===== config.mk =====
export PLATFORM = sky130hd
export DESIGN_NAME = wb_pipe_stage
export DESIGN_NICKNAME = d
export VERILOG_FILES = /design/src/rtl/wb_pipe_stage.sv
export SDC_FILE = /design/constraint.sdc
export NUM_CORES = 1
export LEC_CHECK = 0
export ABC_AREA = 1
export CORE_ASPECT_RATIO = 1.2
export CORE_MARGIN = 2
export CORE_UTILIZATION = 53
export CTS_BUF_LIST = sky130_fd_sc_hd__clkbuf_4 sky130_fd_sc_hd__clkbuf_8
export DETAILED_ROUTE_END_ITERATION = 10
export HOLD_SLACK_MARGIN = 0.06
export PLACE_DENSITY = 0.88
export SETUP_SLACK_MARGIN = 0.4
export SLEW_MARGIN = 10
export SYNTH_ARGS = -nofsm -noshare
export SYNTH_HDL_FRONTEND = slang
export SYNTH_SLANG_ARGS = --single-unit

===== constraint.sdc =====
create_clock -name clk -period 9.1 [get_ports clk]
set_clock_uncertainty 0.05 [all_clocks]
set_input_delay 1.82 -clock clk [delete_from_list [all_inputs] [get_ports clk]]
set_output_delay 1.82 -clock clk [all_outputs]
set_load 0.005 [all_outputs]

===== src/rtl/wb_pipe_stage.sv =====
// -----------------------------------------------------------------------------
// wb_pipe_stage
// MEM/WB pipeline register and write-back result selection.
// The M-stage result sources are captured once per cycle. The written-back
// value is formed combinationally from the captured state:
//   - ALU result
//   - memory read data, optionally narrowed and extended
//   - link value (pcPlus4)
//
// Optional feature macro: WB_LOAD_EXT_EN
//   defined   : memory results get byte/half/word lane extraction and
//               sign/zero extension, steered by loadSizeM/loadUnsignedM.
//   undefined : memory result is readData as read; load size/sign are ignored.
//
// Parameters
//   WIDTH  datapath width (32 or 64)
//   RA_W   register-file address width
//
// Ports
//   clk            in   stage clock, rising edge
//   reset          in   asynchronous active-high reset
//   stallW         in   hold MEM/WB contents
//   flushW         in   load a bubble (wins over stallW)
//   validM         in   M-stage instruction valid
//   regWriteM      in   instruction writes the register file
//   resultSrcM     in   00 ALU, 01 memory, 10 link, 11 treated as ALU
//   loadSizeM      in   00 byte, 01 half, 10 word, 11 full width
//   loadUnsignedM  in   zero-extend instead of sign-extend
//   writeRegM      in   destination register
//   ALUOutM        in   ALU result (low bits also give the load lane)
//   readDataM      in   memory read word
//   pcPlus4M       in   link value
//   resultW        out  value written back
//   writeRegW      out  registered destination
//   regWriteW      out  qualified register-file write enable
//   validW         out  W-stage instruction valid
//   retireCountW   out  count of retired valid instructions (wraps)
// -----------------------------------------------------------------------------
module wb_pipe_stage #(
  parameter int WIDTH = 32,
  parameter int RA_W  = 5
) (
  input  logic             clk,
  input  logic             reset,
  input  logic             stallW,
  input  logic             flushW,
  input  logic             validM,
  input  logic             regWriteM,
  input  logic [1:0]       resultSrcM,
  input  logic [1:0]       loadSizeM,
  input  logic             loadUnsignedM,
  input  logic [RA_W-1:0]  writeRegM,
  input  logic [WIDTH-1:0] ALUOutM,
  input  logic [WIDTH-1:0] readDataM,
  input  logic [WIDTH-1:0] pcPlus4M,
  output logic [WIDTH-1:0] resultW,
  output logic [RA_W-1:0]  writeRegW,
  output logic             regWriteW,
  output logic             validW,
  output logic [31:0]      retireCountW
);

  // MEM/WB register state
  logic             validR;
  logic             regWriteR;     // already qualified by valid and rd != 0
  logic [1:0]       resultSrcR;
  logic [RA_W-1:0]  writeRegR;
  logic [WIDTH-1:0] aluOutR;
  logic [WIDTH-1:0] readDataR;
  logic [WIDTH-1:0] pcPlus4R;
  logic [31:0]      retireCountR;

  logic [WIDTH-1:0] memDataS;
  logic [WIDTH-1:0] resultS;

  // A load to r0 or an invalid slot never reaches the register file, so the
  // enable is qualified before it is stored and the output is a plain flop.
  logic             regWriteQualS;
  assign regWriteQualS = validM & regWriteM & (writeRegM != '0);

`ifdef WB_LOAD_EXT_EN
  localparam int OFF_W = $clog2(WIDTH / 8);
  // Offset masks that align a byte address down to a half / word boundary.
  localparam logic [OFF_W-1:0] HALF_MASK = ~(OFF_W'(2'd1));
  localparam logic [OFF_W-1:0] WORD_MASK = ~(OFF_W'(2'd3));

  logic [1:0]       loadSizeR;
  logic             loadUnsignedR;
  logic [OFF_W-1:0] alignOffS;
  logic [7:0]       fieldBitsS;
  logic [WIDTH-1:0] shiftedS;

  // Extend the low fieldBits of raw to WIDTH: shift the field to the top,
  // then shift back logically (zero-extend) or arithmetically (sign-extend).
  function automatic logic [WIDTH-1:0] extendField(
    input logic [WIDTH-1:0] raw,
    input logic [7:0]       fieldBits,
    input logic             zeroExt
  );
    logic [7:0]       pad;
    logic [WIDTH-1:0] up;
    pad = 8'(WIDTH) - fieldBits;
    up  = raw << pad;
    if (zeroExt) begin
      return up >> pad;
    end else begin
      return $signed(up) >>> pad;
    end
  endfunction

  // Load lane selection and extension of the captured read word
  always_comb begin
    alignOffS  = aluOutR[OFF_W-1:0];
    fieldBitsS = 8'(WIDTH);
    case (loadSizeR)
      2'b00: begin
        alignOffS  = aluOutR[OFF_W-1:0];
        fieldBitsS = 8'd8;
      end
      2'b01: begin
        alignOffS  = aluOutR[OFF_W-1:0] & HALF_MASK;
        fieldBitsS = 8'd16;
      end
      2'b10: begin
        // For WIDTH=32 the mask is zero and this degenerates to full width.
        alignOffS  = aluOutR[OFF_W-1:0] & WORD_MASK;
        fieldBitsS = 8'd32;
      end
      2'b11: begin
        alignOffS  = '0;
        fieldBitsS = 8'(WIDTH);
      end
      default: begin
        alignOffS  = '0;
        fieldBitsS = 8'(WIDTH);
      end
    endcase
    shiftedS = readDataR >> {alignOffS, 3'b000};
    memDataS = extendField(shiftedS, fieldBitsS, loadUnsignedR);
  end
`else
  // Load size/sign only steer the extraction path, which is not built here.
  logic unusedLoadCtl;
  assign unusedLoadCtl = ^{loadSizeM, loadUnsignedM};

  // Memory result is the read word as delivered
  always_comb begin
    memDataS = readDataR;
  end
`endif

  // MEM/WB register: flush beats stall, stall holds, otherwise capture
  always_ff @(posedge clk or posedge reset) begin
    if (reset) begin
      validR        <= 1'b0;
      regWriteR     <= 1'b0;
      resultSrcR    <= 2'b00;
      writeRegR     <= '0;
      aluOutR       <= '0;
      readDataR     <= '0;
      pcPlus4R      <= '0;
      retireCountR  <= 32'd0;
`ifdef WB_LOAD_EXT_EN
      loadSizeR     <= 2'b00;
      loadUnsignedR <= 1'b0;
`endif
    end else if (flushW) begin
      // Bubble: the slot carries no instruction and writes nothing.
      validR    <= 1'b0;
      regWriteR <= 1'b0;
    end else if (stallW) begin
      validR    <= validR;
      regWriteR <= regWriteR;
    end else begin
      validR        <= validM;
      regWriteR     <= regWriteQualS;
      resultSrcR    <= resultSrcM;
      writeRegR     <= writeRegM;
      aluOutR       <= ALUOutM;
      readDataR     <= readDataM;
      pcPlus4R      <= pcPlus4M;
`ifdef WB_LOAD_EXT_EN
      loadSizeR     <= loadSizeM;
      loadUnsignedR <= loadUnsignedM;
`endif
      if (validM) begin
        retireCountR <= retireCountR + 32'd1;
      end else begin
        retireCountR <= retireCountR;
      end
    end
  end

  // Write-back source select; the reserved encoding falls back to the ALU
  always_comb begin
    case (resultSrcR)
      2'b00:   resultS = aluOutR;
      2'b01:   resultS = memDataS;
      2'b10:   resultS = pcPlus4R;
      default: resultS = aluOutR;
    endcase
  end

  assign resultW      = resultS;
  assign writeRegW    = writeRegR;
  assign regWriteW    = regWriteR;
  assign validW       = validR;
  assign retireCountW = retireCountR;

endmodule


==> results of run 1 <==
==> worst max-delay path: stages (launching register included) <==
cell and delay [ns]:
dfrtp_1 0.36, inv_1 0.06, ha_1 0.29, inv_2 0.70
nand2_1 0.11, o21ai_0 0.14, clkdlybuf4s50_1 0.60
==> power by group <==
part           internal (W)  switching, W  total, W
Sequential         0.000677     0.0000303  0.000707
Clock              0.000327      0.000244  0.000571
Combinational      0.000176      0.000171  0.000347
Total               0.00118      0.000446   0.00163
==> worst min-delay path by stage <==
stage / startpoint / to / slack [ns]
floorplan: writeRegW[0]$_DFFE_PP0N_ / writeRegW[0]$_DFFE_PP0N_ / 0.42
global placement: writeRegW[0]$_DFFE_PP0N_ / writeRegW[0]$_DFFE_PP0N_ / 0.40
detailed placement: writeRegW[2]$_DFFE_PP0N_ / writeRegW[2]$_DFFE_PP0N_ / 0.41
CTS: writeRegW[2]$_DFFE_PP0N_ / writeRegW[2]$_DFFE_PP0N_ / 0.43
global route: writeRegW[2]$_DFFE_PP0N_ / writeRegW[2]$_DFFE_PP0N_ / 0.46
finish: writeRegW[2]$_DFFE_PP0N_ / writeRegW[2]$_DFFE_PP0N_ / 0.42
==> cells in the final DEF (no fill, tap or decap), types with 9 or more instances in the layout <==
| master | instances |
|---|---|
| dfrtp_1 | 137 |
| nand3b_1 | 9 |
| clkbuf_8 | 17 |
| nand2_1 | 220 |
| nor2_1 | 24 |
| inv_1 | 121 |
| o21ai_0 | 131 |
| o22ai_1 | 32 |
| clkdlybuf4s50_1 | 179 |
| xor2_1 | 10 |
==> metal layers <==
layer | GRT usage [%] | share of wire (%)
met1 | 32.22 | 43
met2 | 41.33 | 48
met3 | 6.489 | 7.2
met4 | 7.870 | 1.9
met5 | 0 | 0
==> area by class of cell <==
| cell class | count | area (um2) |
|---|---|---|
| inverters | 127 | 484.2 |
| well taps | 161 | 201.4 |
| fillers | 881 | 3183 |
| flip-flops and latches | 137 | 3428 |
| clock buffers | 17 | 234.0 |
| multi-input cells | 483 | 2372 |
| clock inverters | 14 | 221.5 |
| repair buffers | 183 | 1822 |
==> sequential cells by signal (all words and copies together), names as in the netlist <==
name	count
memDataS	32
validW	1
pcPlus4R	32
writeRegW	5
resultSrcR	2
regWriteW	1
retireCountW	32
aluOutR	32
==> logic make-up after synthesis <==
family,share of synthesized area (%)
compound gates,13.56
buf+inv,9.700
xor+xnor,2.454
fa+ha+maj,0.5844
simple gates,20.33
flops,53.37
==> stage by stage <==
| stage | hold WS [ns] | util, % | setup WS, ns | instances |
|---|---|---|---|---|
| final | 0.4244 | 73.36 | 4.512 | 1122 |
| after global routing | 0.4637 | 73.36 | 4.271 | 1122 |
| after CTS | 0.4316 | 73.36 | 4.507 | 1122 |
| after detailed placement | 0.4145 | 69.54 | 4.356 | 1091 |
| after global placement | 0.4037 | 69.54 | 4.422 | 1091 |
| after floorplan | 0.4154 | - | 3.562 | 781 |
==> results.json, run 1 <==
{
  "status": "complete, no violations",
  "ys_top_cells_by_area": "dfrtp_1 (53%), nand2_1 (13%), o21ai_0 (10%), inv_1 (7.1%), o22ai_1 (3.1%)",
  "ys_top_cells_by_count": "nand2_1 (220), dfrtp_1 (137), o21ai_0 (131)",
  "relSlewSlack_pct": 20.98,
  "die_w_um": 104.5,
  "cts_max_path_buffers": 2,
  "cts_root_buffer": "clkbuf_8",
  "layout.nets": 1064,
  "vias_per_cell": 5.056,
  "dieHeight_um": 124.6,
  "detail-route-antenna-nets": 0,
  "post-cts-setup-buffers": 0,
  "dpl.hpwl_um": 10940,
  "async_flop_share_pct": 100.0,
  "clkTransAtPathRegs_ns": 0.08,
  "vias": 5673,
  "hold_viol_final": 0,
  "yosysMostFrequentCell": "nand2_1",
  "yosysTopAreaCell": "dfrtp_1",
  "fin_crit_ns": 4.588,
  "drt_wl_total_um": 16020,
  "critical_path.max_fanout": 64,
  "first_pass_iters": 6,
  "tightest_slew_ns": 1.185,
  "drive_gt1_share_pct": 6.660,
  "reg2reg_slack_ns": 7.51,
  "core_mm2": 0.01195,
  "h-tree-depth": 4,
  "cp-start-kind": "register",
  "drc": 0,
  "drt_iter0_drc": 390,
  "min_period_over_period_pct": 50.42,
  "synth_top_area_share_pct": 53.37,
  "antenna-diode-count": 0,
  "irDropWorstVdd_uv": 129.6,
  "dieArea_mm2": 0.01302,
  "worst-setup-path-type": "register to output port",
  "rr_worst_depth": 8,
  "grt_pass1_vias": 5440,
  "syn_avg_cell_area_um2": 8.225,
  "detail_route.wl_per_cell_um": 14.27,
  "cts_tree": "done",
  "crit_arrival_ns": 2.72,
  "synth-edff-count": 0,
  "yosys_warnings": 0,
  "hold_path_class": "register to register",
  "placed_cell_area_mm2": 0.008308,
  "power_density_mw_per_mm2": 185.5,
  "rsz0062_at_grt": "false",
  "ios": 183,
  "place_congestion": 0.8889,
  "io_buffers": 179,
  "synth_nets": 896,
  "rows": 44,
  "numCtsBuffers": 17,
  "grt_max_degree": 147,
  "final.setup.tns_ns": 0,
  "syn_area_mm2": 0.006424,
  "regToRegEndpoint": "retireCountW[18]$_DFFE_PP0P_",
  "track_usage_pct": 24.98,
  "p_leak_nw": 3.934,
  "critical_path_required_ns": 7.23,
  "setup.worst_path.end": "resultW[11]",
  "ys_seq_elements": 137,
  "antenna_found_initial": 0,
  "overflow": 0,
  "synthToLayoutAreaGrowth_pct": 36.42,
  "cts.sinks": 137,
  "critPathCaptureType": "output port",
  "setup_viol": 0,
  "min_path_cells": 2,
  "maxCapViolCount": 0,
  "synth-main-ff-cell": "dfrtp_1",
  "r2r-start": "retireCountW[1]$_DFFE_PP0P_",
  "startpoint": "resultSrcR[0]$_DFFE_PP0N_",
  "clock.fmax_mhz": 218.0,
  "cts_hold_buffers": 0,
  "synth_cell_types": 26,
  "syn_inst": 781,
  "grt_pass1_wl_um": 26110,
  "start_util_pct": 53.77,
  "seq_area_frac_synth_pct": 53.37,
  "stdcell_area_mm2": 0.008763,
  "clock_latency_ns": 0.43,
  "total_power_w": 0.001626,
  "cts_resized": 0,
  "final_max_slew_viol_count": 0
}
(Power assumes the default switching activity.)
==> run 2, diff against run 1 <==
CORE_UTILIZATION = 50   (was 53)
PLACE_DENSITY = 0.83   (was 0.88)
clock period = 4.6 ns   (was 9.1 ns; I/O delays follow)
==> run 2 against run 1 <==
Compared with the run above:
- design area fell by 0.61%
- worst setup slack got worse by 3.7 ns
- critical path depth rose by 1
- die area rose by 5.8%
- global-route usage fell by 1.3 points
- total power rose by 85%
- cell count rose by 0.45%
- clock power rose by 61%
- count of clock-buffer cells in the layout did not move
- combinational power rose by 99%
- critical path type unchanged
- largest power group unchanged
- highest routed layer unchanged
==> results.json, run 2 (same netlist as run 1, synthesis figures left out) <==
{
  "status": "complete, no violations",
  "grt_pass1_vias": 5266,
  "dieArea_mm2": 0.01377,
  "first_pass_iters": 5,
  "detail_route.wl_per_cell_um": 14.11,
  "drive_gt1_share_pct": 6.854,
  "drt_wl_total_um": 15900,
  "r2r-start": "retireCountW[1]$_DFFE_PP0P_",
  "track_usage_pct": 23.72,
  "rsz0062_at_grt": "false",
  "dpl.hpwl_um": 10860,
  "p_int_w": 0.002086,
  "h-tree-depth": 4,
  "maxCapViolCount": 0,
  "crit_arrival_ns": 2.78,
  "layout_commonest_cell": "nand2_1",
  "path_cells": "inv_1 -> ha_1 -> inv_2 -> buf_4 -> nand2_1 -> o21ai_0 -> clkdlybuf4s50_1",
  "cts_hold_buffers": 0,
  "final_max_slew_viol_count": 0,
  "cp-start-kind": "register",
  "final.setup.tns_ns": 0,
  "start_util_pct": 50.93,
  "ios": 183,
  "clock_latency_ns": 0.45,
  "cts_resized": 0,
  "numCtsBuffers": 17,
  "hold_viol_final": 0,
  "io_buffers": 179,
  "relSlewSlack_pct": 54.59,
  "post-place-cells": 1095,
  "tightest_slew_ns": 0.6812,
  "irDropWorstVdd_uv": 323.1,
  "p_leak_nw": 3.909,
  "clkTransAtPathRegs_ns": 0.09,
  "slowest_delay_ns": 0.57,
  "detail-route-antenna-nets": 0,
  "min_period_over_period_pct": 81.63,
  "synthToLayoutAreaGrowth_pct": 35.59,
  "place_congestion": 0.9623,
  "startpoint": "resultSrcR[0]$_DFFE_PP0N_",
  "grt_max_degree": 197,
  "fin_crit_ns": 3.755,
  "combinationalPowerShare_pct": 23.0,
  "seqPwrFrac_pct": 46.4,
  "core_mm2": 0.01261,
  "holdCritStartpoint": "writeRegW[0]$_DFFE_PP0N_",
  "worst-setup-path-type": "register to output port",
  "clock.fmax_mhz": 266.3,
  "antenna_found_initial": 0,
  "grt_pass1_wl_um": 25610,
  "setup_viol": 0,
  "dieHeight_um": 128.2,
  "antenna-diode-count": 0,
  "p_sw_w": 0.0009220,
  "cts_max_path_buffers": 2,
  "critical_path_required_ns": 3.63,
  "overflow": 0,
  "most-common-layout-cells": "nand2_1 (220), clkdlybuf4s50_1 (179), dfrtp_1 (137)",
  "die_w_um": 107.5,
  "rows": 45,
  "cts_tree": "done",
  "clockPowerShare_pct": 30.6,
  "critical_path.max_fanout": 39,
  "switching_share_pct": 30.65,
  "critPathCaptureType": "output port",
  "layout.nets": 1065,
  "power_density_mw_per_mm2": 345.4,
  "cts.sinks": 137,
  "critPathSlowestCell": "clkdlybuf4s50_1",
  "drt_iter0_drc": 347,
  "final_cells": 1127,
  "drc": 0,
  "post-cts-setup-buffers": 0,
  "cts_root_buffer": "clkbuf_8",
  "vias_per_cell": 4.957,
  "hold_path_class": "register to register",
  "vias": 5587
}
==> run 2: changes by cell type in the layout (fill, tap and decap cells not counted) <==
cell	before	now
bufinv_16	5	0
clkinv_4	3	2
buf_4	4	3
inv_6	3	7
buf_12	0	2
inv_8	0	3
==> run 2: layer usage <==
| metal | global-route usage [%] | share of wire [%] | up-vias |
|---|---|---|---|
| li1 | - | - | 2784 |
| met1 | 29.73 | 43 | 2586 |
| met2 | 38.76 | 47 | 180 |
| met3 | 6.863 | 7.5 | 37 |
| met4 | 9.502 | 2.7 | 0 |
| met5 | 0 | 0 | - |
==> run 2: final timing paths <==
check | to | slack [ns] | depth (start not counted)
worst min-delay path | writeRegW[0]$_DFFE_PP0N_ | 0.43 | 2
worst max register to register | retireCountW[22]$_DFFE_PP0P_ | 3.04 | 6
worst min register to register | writeRegW[0]$_DFFE_PP0N_ | 0.43 | 2
worst max-delay path | resultW[9] | 0.85 | 7
max in group asynchronous | memDataS[4]$_DFFE_PP0N_ | 2.72 | 3
min in group asynchronous | writeRegW[1]$_DFFE_PP0N_ | 0.83 | 2
==> run 2: power by group through the flow <==
stage          sequential [W]  combinational [W]  clock [W]
2_1_floorplan         0.00141           0.000320          0
3_3_place_gp          0.00141           0.000680          0
3_5_place_dp          0.00142           0.000692          0
4_1_cts               0.00140           0.000697   0.000941
5_1_grt               0.00141           0.000768    0.00100
6_report              0.00140           0.000691   0.000922
==> run 2: cell type report <==
class	count	area, um2
Inverter	127	483.0
Fill cell	1026	3902
Timing Repair Buffer	184	1854
Tap cell	164	205.2
Clock buffer	17	234.0
Sequential cell	137	3428
Clock inverter	15	132.6
Multi-Input combinational cell	483	2372
==> run 2: worst max-delay path: cells and delay by family, from the launching register on <==
| kind | cells | cell delay (ns) |
|---|---|---|
| buffers and inverters | 4 | 1.49 |
| AOI/OAI and AO/OA | 1 | 0.10 |
| adders and majority gates | 1 | 0.30 |
| DFF | 1 | 0.36 |
| and+or+nand+nor | 1 | 0.08 |
==> run 2: stage by stage <==
step | hold slack [ns] | util, % | instance area [um2] | total power (W) | setup slack [ns]
final | 0.4277 | 69.06 | 8710 | 0.003008 | 0.8450
after global routing | 0.4507 | 69.06 | 8710 | 0.003183 | 0.6400
after CTS | 0.4332 | 69.06 | 8710 | 0.003034 | 0.8154
after detailed placement | 0.4108 | 66.15 | 8343 | 0.002111 | 1.321
after global placement | 0.4058 | 66.15 | 8343 | 0.002094 | 1.374
after floorplan | 0.4154 | - | 6427 | 0.001730 | 1.923
